**config.mk**
```make
export PLATFORM = sky130hd
export DESIGN_NAME = conv_index_window
export DESIGN_NICKNAME = d
export VERILOG_FILES = /design/src/rtl/conv_index_window.sv
export SDC_FILE = /design/constraint.sdc
export NUM_CORES = 1
export LEC_CHECK = 0
export ABC_CLOCK_PERIOD_IN_PS = 3900
export CAP_MARGIN = 20
export CELL_PAD_IN_SITES_DETAIL_PLACEMENT = 1
export CELL_PAD_IN_SITES_GLOBAL_PLACEMENT = 2
export CORE_ASPECT_RATIO = 2
export CORE_UTILIZATION = 31
export CTS_CLUSTER_DIAMETER = 100
export DETAILED_ROUTE_END_ITERATION = 16
export PLACE_DENSITY = 0.84
export SLEW_MARGIN = 25
export SYNTH_ARGS = -nofsm -noshare
export SYNTH_HDL_FRONTEND = slang
export SYNTH_SLANG_ARGS = --single-unit
```
**constraint.sdc**
```tcl
create_clock -name clk -period 3.9 [get_ports clk]
set_clock_uncertainty 0.1 [all_clocks]
set_input_delay 0.78 -clock clk [delete_from_list [all_inputs] [get_ports clk]]
set_output_delay 0.78 -clock clk [all_outputs]
set_load 0.005 [all_outputs]
```
**src/rtl/conv_index_window.sv**
```systemverilog
// conv_index_window: walks the output indices of a 1-D convolution
// (FULL / SAME / VALID) and emits k together with the valid x range j_lo..j_hi.
// Optional feature macro: CONV_WIN_TAPS_EN adds taps_o = j_hi_o - j_lo_o + 1.
module conv_index_window #(
  parameter int unsigned DATAWIDTH = 5
) (
  input  logic                 clk,
  input  logic                 rst,
  input  logic                 start_i,
  input  logic [1:0]           mode_i,
  input  logic [DATAWIDTH-1:0] sizeX_i,
  input  logic [DATAWIDTH-1:0] sizeY_i,
  input  logic                 ready_i,
  output logic                 valid_o,
  output logic [DATAWIDTH:0]   k_o,
  output logic [DATAWIDTH-1:0] j_lo_o,
  output logic [DATAWIDTH-1:0] j_hi_o,
`ifdef CONV_WIN_TAPS_EN
  output logic [DATAWIDTH:0]   taps_o,
`endif
  output logic                 busy_o,
  output logic                 done_o,
  output logic                 err_o
);

  localparam int unsigned KW = DATAWIDTH + 1;

  localparam logic [1:0] MODE_FULL  = 2'b00;
  localparam logic [1:0] MODE_SAME  = 2'b01;
  localparam logic [1:0] MODE_VALID = 2'b10;
  localparam logic [1:0] MODE_RSVD  = 2'b11;

  typedef enum logic [1:0] {
    S_IDLE = 2'b00,
    S_CALC = 2'b01,
    S_RUN  = 2'b10,
    S_DONE = 2'b11
  } state_e;

  state_e                 state_q, state_d;
  logic [1:0]             mode_q, mode_d;
  logic [DATAWIDTH-1:0]   sx_q, sx_d;
  logic [DATAWIDTH-1:0]   sy_q, sy_d;
  logic [KW-1:0]          off_q, off_d;
  logic [KW-1:0]          len_q, len_d;
  logic [KW-1:0]          n_q, n_d;
  logic                   valid_q, valid_d;
  logic [KW-1:0]          k_q, k_d;
  logic [DATAWIDTH-1:0]   lo_q, lo_d;
  logic [DATAWIDTH-1:0]   hi_q, hi_d;
  logic                   busy_q, busy_d;
  logic                   done_q, done_d;
  logic                   err_q, err_d;
`ifdef CONV_WIN_TAPS_EN
  logic [KW-1:0]          taps_q, taps_d;
`endif

  logic [KW-1:0]          sx_m1_c;
  logic [KW-1:0]          sy_m1_c;
  logic [KW-1:0]          off_c;
  logic [KW-1:0]          len_c;
  logic [KW-1:0]          k_sel_c;
  logic [KW-1:0]          lo_c;
  logic [KW-1:0]          hi_c;
  logic                   bad_start_c;

  // Window geometry and the tuple for the next index, all on the extended width
  always_comb begin
    sx_m1_c = KW'(sx_q) - KW'(1);
    sy_m1_c = KW'(sy_q) - KW'(1);
    off_c   = '0;
    len_c   = KW'(sx_q) + KW'(sy_q) - KW'(1);
    case (mode_q)
      MODE_SAME: begin
        off_c = sy_m1_c >> 1;
        len_c = KW'(sx_q);
      end
      MODE_VALID: begin
        off_c = sy_m1_c;
        len_c = (sy_q > sx_q) ? '0 : (KW'(sx_q) - KW'(sy_q) + KW'(1));
      end
      default: ;
    endcase
    // CALC presents index 0; RUN presents the index after the current one
    k_sel_c = (state_q == S_CALC) ? off_c : (n_q + KW'(1) + off_q);
    lo_c    = (k_sel_c >= sy_m1_c) ? (k_sel_c - sy_m1_c) : '0;
    hi_c    = (k_sel_c < sx_m1_c) ? k_sel_c : sx_m1_c;
    bad_start_c = (sizeX_i == '0) || (sizeY_i == '0) || (mode_i == MODE_RSVD);
  end

  // Next-state and registered-output logic
  always_comb begin
    state_d = state_q;
    mode_d  = mode_q;
    sx_d    = sx_q;
    sy_d    = sy_q;
    off_d   = off_q;
    len_d   = len_q;
    n_d     = n_q;
    valid_d = valid_q;
    k_d     = k_q;
    lo_d    = lo_q;
    hi_d    = hi_q;
    done_d  = 1'b0;
    err_d   = 1'b0;
`ifdef CONV_WIN_TAPS_EN
    taps_d  = taps_q;
`endif
    case (state_q)
      S_IDLE: begin
        if (start_i) begin
          mode_d = mode_i;
          sx_d   = sizeX_i;
          sy_d   = sizeY_i;
          if (bad_start_c) begin
            err_d = 1'b1;
          end else begin
            state_d = S_CALC;
          end
        end
      end
      S_CALC: begin
        off_d = off_c;
        len_d = len_c;
        n_d   = '0;
        if (len_c == '0) begin
          state_d = S_DONE;
          done_d  = 1'b1;
        end else begin
          state_d = S_RUN;
          valid_d = 1'b1;
          k_d     = k_sel_c;
          lo_d    = DATAWIDTH'(lo_c);
          hi_d    = DATAWIDTH'(hi_c);
`ifdef CONV_WIN_TAPS_EN
          taps_d  = hi_c - lo_c + KW'(1);
`endif
        end
      end
      S_RUN: begin
        if (ready_i) begin
          if (n_q == (len_q - KW'(1))) begin
            state_d = S_DONE;
            valid_d = 1'b0;
            done_d  = 1'b1;
          end else begin
            n_d  = n_q + KW'(1);
            k_d  = k_sel_c;
            lo_d = DATAWIDTH'(lo_c);
            hi_d = DATAWIDTH'(hi_c);
`ifdef CONV_WIN_TAPS_EN
            taps_d = hi_c - lo_c + KW'(1);
`endif
          end
        end
      end
      S_DONE: begin
        state_d = S_IDLE;
      end
      default: state_d = S_IDLE;
    endcase
    busy_d = (state_d != S_IDLE);
  end

  // State and output registers; reset wins in every state
  always_ff @(posedge clk) begin
    if (rst) begin
      state_q <= S_IDLE;
      mode_q  <= MODE_FULL;
      sx_q    <= '0;
      sy_q    <= '0;
      off_q   <= '0;
      len_q   <= '0;
      n_q     <= '0;
      valid_q <= 1'b0;
      k_q     <= '0;
      lo_q    <= '0;
      hi_q    <= '0;
      busy_q  <= 1'b0;
      done_q  <= 1'b0;
      err_q   <= 1'b0;
`ifdef CONV_WIN_TAPS_EN
      taps_q  <= '0;
`endif
    end else begin
      state_q <= state_d;
      mode_q  <= mode_d;
      sx_q    <= sx_d;
      sy_q    <= sy_d;
      off_q   <= off_d;
      len_q   <= len_d;
      n_q     <= n_d;
      valid_q <= valid_d;
      k_q     <= k_d;
      lo_q    <= lo_d;
      hi_q    <= hi_d;
      busy_q  <= busy_d;
      done_q  <= done_d;
      err_q   <= err_d;
`ifdef CONV_WIN_TAPS_EN
      taps_q  <= taps_d;
`endif
    end
  end

  assign valid_o = valid_q;
  assign k_o     = k_q;
  assign j_lo_o  = lo_q;
  assign j_hi_o  = hi_q;
  assign busy_o  = busy_q;
  assign done_o  = done_q;
  assign err_o   = err_q;
`ifdef CONV_WIN_TAPS_EN
  assign taps_o  = taps_q;
`endif

endmodule

```
-- Yosys cells after proc, flatten, opt, wreduce, memory -nomap -nowiden
Cells that the tools add are included.
- output and inout port bits: 20
- word-level logic and storage cells: 89
- register bits: 52
- bitwise operators: 2
- reductions and logical operators: 13
- multiplexer cells: 36
- equality and inequality tests: 11
- $lt $le $gt $ge: 3
- add/sub/neg operators: 10
- operators with widths (kind ; number):
    6-bit case mux with 2 select lines ; 4
    6-bit 2-to-1 mux ; 7
    5-bit 2-to-1 mux ; 8
    5-bit case mux with 2 select lines ; 2
    6-bit by 1-bit adder with 6-bit output, second input constant ; 2
    5-bit by 1-bit subtractor with 6-bit output, second input constant ; 2
    6-bit by 1-bit subtractor with 6-bit output, second input constant ; 2
    5-bit logical NOT ; 2
    2-bit equality test, second input constant ; 4
    1-bit 2-to-1 mux ; 8
    2-bit 2-to-1 mux ; 4
    2-bit != test, second input constant ; 4
    2-bit case mux with 4 select lines ; 1
    4-bit AND reduction ; 2
    5-bit by 5-bit adder with 6-bit output ; 1
    6-bit adder ; 1
    6-bit equality test ; 1
    6-bit >= comparator ; 1
    6-bit logical NOT ; 1
    6-bit < comparator ; 1
    5-bit by 5-bit subtractor with 6-bit output ; 1
    5-bit greater-than comparator ; 1
    5-bit subtractor ; 1
    2-bit by 1-bit equality test with 1-bit output, second input constant ; 2
    8 further kinds ; 12

-- Logic depth before layout (Yosys ltp)
Gate-level depths: netlist (run 1).
- depth in word-level cells: 8
- mapped depth: 17
- depth with buffers taken out: 16

-- Worst setup path before layout (run 1)
OpenSTA, ideal clock, no wires.
- path type: reg-to-reg
- start: register mode_q[0]
- end: register hi_q[1] (netlist: j_hi_o[1])
- library setup time: 70 ps
- slack: 241 ps
- data arrival time: 3488 ps
- path buffers: 2
- cell stages (with the launch flop): 17
- period minus slack after synthesis: 3659 ps
- cell sequence: dfxtp_1 > inv_1 > ha_1 > buf_2 > buf_2 > nor2b_1 > nand2_1 > o22a_2 > a21boi_0 > inv_1 > ha_1 > a21o_1 > a21o_1 > a221oi_1 > mux2i_1 > nand3_1 > a21oi_1
- longest elaborated chain between the ends: 8
- elaborated cells between the ends (all ways): 14
- those cells by class: order compare (1); eq/ne (3); mux (8); reduce/logical (2)
- ends and longest elaborated chain (item ; line ; RTL):
    start, declared ; 41 ; logic [1:0] mode_q, mode_d;
    start signal, assigned ; 187 ; mode_q <= mode_d;
    2-bit equality test or 2-bit by 1-bit equality test with 1-bit output (tied branches) ; 73 ; case (mode_q)
    6-bit case mux with 2 select lines ; 73 ;
    6-bit 2-to-1 mux ; 85 ; k_sel_c = (state_q == S_CALC) ? off_c : (n_q + KW'(1) + off_q);
    6-bit < comparator ; 87 ; hi_c = (k_sel_c < sx_m1_c) ? k_sel_c : sx_m1_c;
    5-bit 2-to-1 mux ; 87 ;
    5-bit 2-to-1 mux ; 142 ; if (n_q == (len_q - KW'(1))) begin
    5-bit 2-to-1 mux ; 141 ; if (ready_i) begin
    5-bit case mux with 2 select lines ; 109 ; case (state_q)
    end signal, assigned ; 196 ; hi_q <= hi_d;
    end, declared ; 50 ; logic [DATAWIDTH-1:0] hi_q, hi_d;
Several ways; a longest one is shown, not always the timed one. The select of a mux whose other input is x is not followed.
A chain may end at the register's enable or synchronous reset.

-- Worst setup path in the final report (run 1)
- start: register sx_q[1]
- end: register busy_q (netlist: busy_o)
- longest elaborated chain between the ends: 8
- elaborated cells between the ends (all ways): 11
- those cells by class: add/sub (4); order compare (1); mux (4); reduce/logical (2)
- ends and longest elaborated chain (item ; line ; RTL):
    start, declared ; 42 ; logic [DATAWIDTH-1:0] sx_q, sx_d;
    start signal, assigned ; 170 ; sx_q <= '0;
    start signal, assigned ; 188 ; sx_q <= sx_d;
    5-bit by 5-bit subtractor with 6-bit output ; 80 ; len_c = (sy_q > sx_q) ? '0 : (KW'(sx_q) - KW'(sy_q) + KW'(1));
    6-bit by 1-bit adder with 6-bit output ; 80 ;
    6-bit 2-to-1 mux ; 80 ;
    6-bit case mux with 2 select lines * ; 73 ;
    6-bit logical NOT * ; 126 ; if (len_c == '0) begin
    1-bit 2-to-1 mux * ; 126 ;
    2-bit case mux with 4 select lines * ; 109 ;
    2-bit nonzero test * ; 162 ; busy_d = (state_d != S_IDLE);
    end signal, assigned ; 197 ; busy_q <= busy_d;
    end, declared ; 51 ; logic busy_q, busy_d;
Mark *: on every way between the ends. The rest lies on a longest branch, timed or not.

==> results of run 1 <==
[flip-flops by register name (all words and copies together), names as in the netlist]
name and cells:
k_o 6, len_q 6, n_q 6, off_q 6
j_hi_o 5, j_lo_o 5, sx_q 5, sy_q 5
mode_q 2, state_q 2, busy_o 1, done_o 1
err_o 1, valid_o 1
[metal layers]
metal / vias up / part of all wire / GRT usage
li1: 1746 / - / -
met1: 1758 / 0.34 / 0.192
met2: 51 / 0.56 / 0.395
met3: 38 / 0.013 / 0.0229
met4: 0 / 0.080 / 0.163
met5: - / 0 / 0
[per-stage QoR]
stage	util	setup WS, ns	hold slack [ns]	instance area, sq um
2_1_floorplan	-	0.241	0.348	3860
3_3_place_gp	0.368	0.205	0.346	4460
3_5_place_dp	0.368	0.179	0.368	4460
4_1_cts	0.382	0.150	0.378	4630
5_1_grt	0.384	0.0171	0.393	4660
6_report	0.384	0.198	0.371	4660
[power groups by stage]
stage | clock network (mW) | logic, mW | registers (mW)
2_1_floorplan | 0 | 0.701 | 0.653
3_3_place_gp | 0 | 1.02 | 0.661
3_5_place_dp | 0 | 1.05 | 0.664
4_1_cts | 0.545 | 1.06 | 0.652
5_1_grt | 0.560 | 1.17 | 0.661
6_report | 0.528 | 1.06 | 0.652
[worst max-delay path, delay by kind of cell (launching register included)]
| family | cells | cell delay, ns |
|---|---|---|
| flops | 1 | 0.37 |
| fa+ha+maj | 3 | 1.00 |
| buf+inv | 2 | 0.17 |
| simple gates | 3 | 1.20 |
| compound gates | 4 | 0.76 |
[worst paths after layout]
check,start,endpoint
hold / removal,j_lo_o[0]$_SDFFE_PP0P_,j_lo_o[0]$_SDFFE_PP0P_
setup reg to reg,sx_q[1]$_SDFFE_PP0P_,busy_o$_SDFF_PP0_
setup / recovery,sx_q[1]$_SDFFE_PP0P_,busy_o$_SDFF_PP0_
hold reg to reg,j_lo_o[0]$_SDFFE_PP0P_,j_lo_o[0]$_SDFFE_PP0P_
[layout make-up]
class                           instances  area (sq um)  area share
Multi-Input combinational cell        367          2580       0.555
Sequential cell                        52          1040       0.224
Timing Repair Buffer                   57           515       0.111
Tap cell                              147           184      0.0395
Inverter                               43           161      0.0346
Clock buffer                            6           129      0.0277
Clock inverter                          2          38.8     0.00833
[logic make-up after synthesis]
logic type / count (synthesis) / synth area share
AO/OA/AOI/OAI: 122 / 0.201
multiplexers: 7 / 0.0182
AND/OR/NAND/NOR: 158 / 0.202
buffers and inverters: 60 / 0.0674
adder cells (fa/ha/maj): 52 / 0.178
XOR/XNOR: 28 / 0.0636
flip-flops: 52 / 0.270
[synthesized netlist by cell type (3+ instances only)]
| cell type | instances | area [sq um] |
|---|---|---|
| a21boi_0 | 5 | 37.5 |
| a21o_1 | 8 | 60.1 |
| o21ai_0 | 18 | 90.1 |
| and2_1 | 3 | 18.8 |
| nor3_1 | 7 | 35.0 |
| o211ai_1 | 3 | 22.5 |
| nor2b_1 | 10 | 62.6 |
| nand2_1 | 55 | 206 |
| xor2_1 | 8 | 70.1 |
| a21oi_1 | 53 | 265 |
| clkbuf_1 | 10 | 37.5 |
| nand3_1 | 12 | 60.1 |
| nor2_1 | 37 | 139 |
| mux2i_1 | 7 | 70.1 |
| xnor2_1 | 20 | 175 |
| nand2b_1 | 9 | 56.3 |
| dfxtp_1 | 52 | 1040 |
| buf_2 | 3 | 15.0 |
| a211oi_1 | 12 | 90.1 |
| fa_1 | 5 | 100 |
| nand4b_1 | 3 | 26.3 |
| ha_1 | 47 | 588 |
| nand4_1 | 5 | 31.3 |
| inv_1 | 42 | 158 |
[timing repair]
item | 4_1_cts | 5_1_grt
resized for setup | 0 | 10
endpoints found under the hold margin | 0 | 0
buffers inserted | 0 | 0
endpoints found under the setup margin | 0 | 11
==> flow_metrics.py, run 1 <==
metrics = {
    "run_status": {
        "outcome": "completed",
    },
    "sta": {
        "finalSetupTns_ns": 0,
        "rsz0062_at_grt": "no",
        "setup_viol_count_final": 0,
        "hold_violations": 0,
        "max_freq_mhz": 270,
        "drv_slew": 0,
        "tightest_slew_ns": 0.603,
        "period_minus_slack_ns": 3.70,
        "period_share": 0.949,
        "relSlewSlack": 0.598,
    },
    "placed_design": {
        "dp_cells": 666,
        "port_buffers": 35,
        "dp_hpwl_um": 10500,
        "gp_congestion": 0.896,
    },
    "clock_tree": {
        "clockBufferDepth": 2,
        "clock-sinks": 52,
        "cts_buffers": 5,
        "clk_pin_slew_ns": 0.07,
        "htreeDepth": 2,
        "hold_buffers": 0,
        "cts_tree": "done",
        "clk_latency_ns": 0.31,
        "clockRootBuffer": "clkbuf_16",
    },
    "setup_path": {
        "worstPathRequired_ns": 4.01,
        "worstPathCellList": "inv_1, ha_1, ha_1, inv_1, fa_1, or4b_2, o221ai_1, a21oi_1, and4_2, and4_2, a2111o_1, a21o_1",
        "cpPeakStageDelay_ns": 0.62,
        "reg2regPathDepth": 12,
        "criticalPathCategory": "reg2reg",
        "r2r_slack_ns": 0.20,
        "slowest_stage": "or4b_2",
        "end_kind": "flop",
        "arrival_ns": 3.81,
        "start_kind": "flop",
        "worst-path-max-fanout": 10,
    },
    "grt": {
        "grt_usage": 0.210,
        "grt_max_degree": 26,
        "grt_pass1_vias": 3884,
        "grt_pass1_wl_um": 20000,
        "grt-ovfl-total": 0,
        "antenna_found_initial": 0,
    },
    "pwr": {
        "worst_ir_drop_vdd_mv": 0.258,
        "pwr-share-comb": 0.474,
        "p_int_mw": 1.35,
        "pwr_density_cell_mw_per_mm2": 481,
        "sw_frac_of_total": 0.397,
        "p_leak_nw": 1.99,
        "p_switching_mw": 0.889,
        "pwr-share-clk": 0.236,
        "total_power_mw": 2.24,
        "seq_power_share": 0.291,
    },
    "hold_path": {
        "min_delay_path_depth": 2,
        "holdCritPathClass": "reg2reg",
    },
    "layout": {
        "layout_common_cells": "nand2_1 (55), a21oi_1 (52), dfxtp_1 (49)",
        "areaGrowthSynthToFinish_pct": 20.7,
        "drive_above_1_share": 0.0949,
        "diodes": 0,
        "final_cells": 674,
        "nNetsFinal": 594,
        "nFillCells": 1513,
        "layout_commonest_cell": "nand2_1",
    },
    "floorplan": {
        "core_sq_mm": 0.0121,
        "start_util": 0.318,
        "die_x_um": 80.9,
        "die_area_sq_mm": 0.0129,
        "ios": 36,
        "die_h_um": 160,
        "rows": 57,
    },
    "synth": {
        "syn_area_sq_mm": 0.00386,
        "synthFlopType": "dfxtp_1",
        "synth_warnings": 0,
        "seq_area_frac_synth": 0.270,
        "async_reset_ff_frac": 0,
        "synth_nets": 547,
        "synth_edf_count": 0,
        "ys_ff_latch": 52,
        "syn_inst": 479,
        "ys_types": 60,
        "syn_area_per_cell_sq_um": 8.06,
    },
    "detailed_routing": {
        "drt_iter0_markers": 79,
        "routed_wl_um": 12700,
        "wl_per_cell_um": 18.8,
        "avgViaCountPerCell": 5.33,
        "antenna_left": 0,
        "drc": 0,
        "first_pass_iters": 4,
        "num_vias": 3593,
    },
    "job": {
        "maxCapViolCount": 0,
    },
}
No activity file was read; power rests on OpenSTA's default activity.
==> inputs of run 2 (changes only) <==
CELL_PAD_IN_SITES_DETAIL_PLACEMENT = default   (was 1)
CELL_PAD_IN_SITES_GLOBAL_PLACEMENT = default   (was 2)
CORE_UTILIZATION = 53   (was 31)
PLACE_DENSITY = 0.86   (was 0.84)
==> run 2 against run 1 <==
Net effect: sequential share of layout area is 0.61 points higher; critical path depth stayed put; die area is 41% lower; sequential power hardly changed; maximum frequency is 2.5% lower; register-to-register slack worse by 0.09 ns; critical path type unchanged; critical endpoint unchanged; highest routed layer unchanged.
==> flow_metrics.py, run 2 (synthesis results as in run 1) <==
metrics = {
    "setup_path": {
        "startpoint": "sy_q[1]$_SDFFE_PP0P_",
        "r2r_slack_ns": 0.10,
        "worst-path-max-fanout": 10,
        "r2r_start": "sy_q[1]$_SDFFE_PP0P_",
        "reg2regPathDepth": 12,
        "worstPathRequired_ns": 4.00,
        "start_kind": "flop",
        "worstSetupEndpoint": "busy_o$_SDFF_PP0_",
        "criticalPathCategory": "reg2reg",
        "arrival_ns": 3.89,
        "r2r-end": "busy_o$_SDFF_PP0_",
        "end_kind": "flop",
    },
    "sta": {
        "setup_viol_count_final": 0,
        "period_minus_slack_ns": 3.80,
        "tightest_slew_ns": 0.601,
        "hold_violations": 0,
        "relSlewSlack": 0.595,
        "period_share": 0.973,
        "max_freq_mhz": 263,
        "drv_slew": 0,
        "rsz0062_at_grt": "no",
        "hold_ws_ns": 0.362,
        "finalSetupTns_ns": 0,
    },
    "layout": {
        "finalInstanceArea_sq_mm": 0.00453,
        "nFillCells": 591,
        "ff_latch_area_sq_mm": 0.00104,
        "multiInputGateArea_sq_mm": 0.00256,
        "diodes": 0,
        "drive_above_1_share": 0.0732,
        "nNetsFinal": 587,
        "layout_commonest_cell": "nand2_1",
        "layout_common_cells": "nand2_1 (55), a21oi_1 (53), dfxtp_1 (50)",
        "areaGrowthSynthToFinish_pct": 17.4,
    },
    "placed_design": {
        "dpl_cell_area_sq_mm": 0.00434,
        "port_buffers": 35,
        "dp_hpwl_um": 8230,
        "gp_congestion": 1.01,
    },
    "detailed_routing": {
        "antenna_left": 0,
        "avgViaCountPerCell": 5.98,
        "first_pass_iters": 6,
        "num_vias": 3641,
        "drc": 0,
        "routed_wl_um": 10900,
        "drt_iter0_markers": 152,
        "wl_per_cell_um": 17.8,
    },
    "clock_tree": {
        "clock-sinks": 52,
        "htreeDepth": 2,
        "cts_tree": "done",
        "hold_buffers": 0,
        "post_cts_buffers": 0,
        "clk_latency_ns": 0.30,
        "clockBufferDepth": 2,
        "clockRootBuffer": "clkbuf_16",
        "clk_pin_slew_ns": 0.07,
        "cts_buffers": 5,
    },
    "grt": {
        "antenna_found_initial": 0,
        "grt_max_degree": 44,
        "grt_pass1_wl_um": 17300,
        "grt-ovfl-total": 0,
        "grt_usage": 0.292,
        "grt_pass1_vias": 3667,
    },
    "floorplan": {
        "ios": 36,
        "rows": 43,
        "die_area_sq_mm": 0.00765,
        "die_x_um": 62.3,
        "core_sq_mm": 0.00699,
        "start_util": 0.552,
        "die_h_um": 123,
    },
    "pwr": {
        "pwr_density_cell_mw_per_mm2": 493,
        "p_leak_nw": 1.94,
        "worst_ir_drop_vdd_mv": 0.479,
    },
    "job": {
        "maxCapViolCount": 0,
    },
    "hold_path": {
        "holdCritPathClass": "reg2reg",
    },
    "run_status": {
        "outcome": "completed",
    },
}
run 2: layout make-up:
class                      instances  share of cell area
clock buffer                       5              0.0276
timing repair buffer              50               0.102
sequential                        52               0.230
inverter                          43              0.0356
tap                               90              0.0249
clock inverter                     2              0.0133
multi-input combinational        367               0.566
run 2: per-layer routing:
metal | global-route usage | part of all wire | vias up
li1 | - | - | 1722
met1 | 0.282 | 0.35 | 1725
met2 | 0.551 | 0.53 | 145
met3 | 0.0400 | 0.046 | 49
met4 | 0.222 | 0.070 | 0
met5 | 0 | 0 | -
run 2: worst min-delay path by stage:
stage	start	to	slack [ns]	cells past startpoint
3_3_place_gp	j_lo_o[2]$_SDFFE_PP0P_	j_lo_o[2]$_SDFFE_PP0P_	0.35	2
3_5_place_dp	j_lo_o[3]$_SDFFE_PP0P_	j_lo_o[3]$_SDFFE_PP0P_	0.35	2
2_1_floorplan	off_q[0]$_SDFFE_PP0P_	off_q[0]$_SDFFE_PP0P_	0.35	2
5_1_grt	j_lo_o[0]$_SDFFE_PP0P_	j_lo_o[0]$_SDFFE_PP0P_	0.39	2
4_1_cts	j_lo_o[2]$_SDFFE_PP0P_	j_lo_o[2]$_SDFFE_PP0P_	0.37	2
6_report	j_lo_o[0]$_SDFFE_PP0P_	j_lo_o[0]$_SDFFE_PP0P_	0.36	2
run 2: per-stage QoR:
stage | instances | power, mW | setup slack [ns] | utilization
floorplan | 479 | 1.35 | 0.241 | -
finish | 609 | 2.23 | 0.104 | 0.648
detailed placement | 602 | 1.64 | 0.138 | 0.620
global placement | 602 | 1.61 | 0.251 | 0.620
global route | 609 | 2.36 | 0.00407 | 0.648
CTS | 609 | 2.22 | 0.0805 | 0.646
run 2: repair_timing:
| item | 4_1_cts | 5_1_grt |
|---|---|---|
| setup endpoints to repair | 0 | 11 |
| resized for setup | 0 | 5 |
| endpoints found under the hold margin | 0 | 0 |
run 2: report_power, final:
group	internal [mW]	switching [mW]
Combinational	0.434	0.578
Sequential	0.596	0.0585
Clock	0.364	0.202
run 2: worst max-delay path, cell delays in order (launching register included):
cell	delay, ns
dfxtp_1	0.42
inv_1	0.09
ha_1	0.34
ha_1	0.23
inv_1	0.06
fa_1	0.44
or4b_2	0.64
o221ai_1	0.20
a21oi_1	0.09
and4_2	0.26
and4_2	0.32
a2111o_1	0.32
a21o_1	0.18
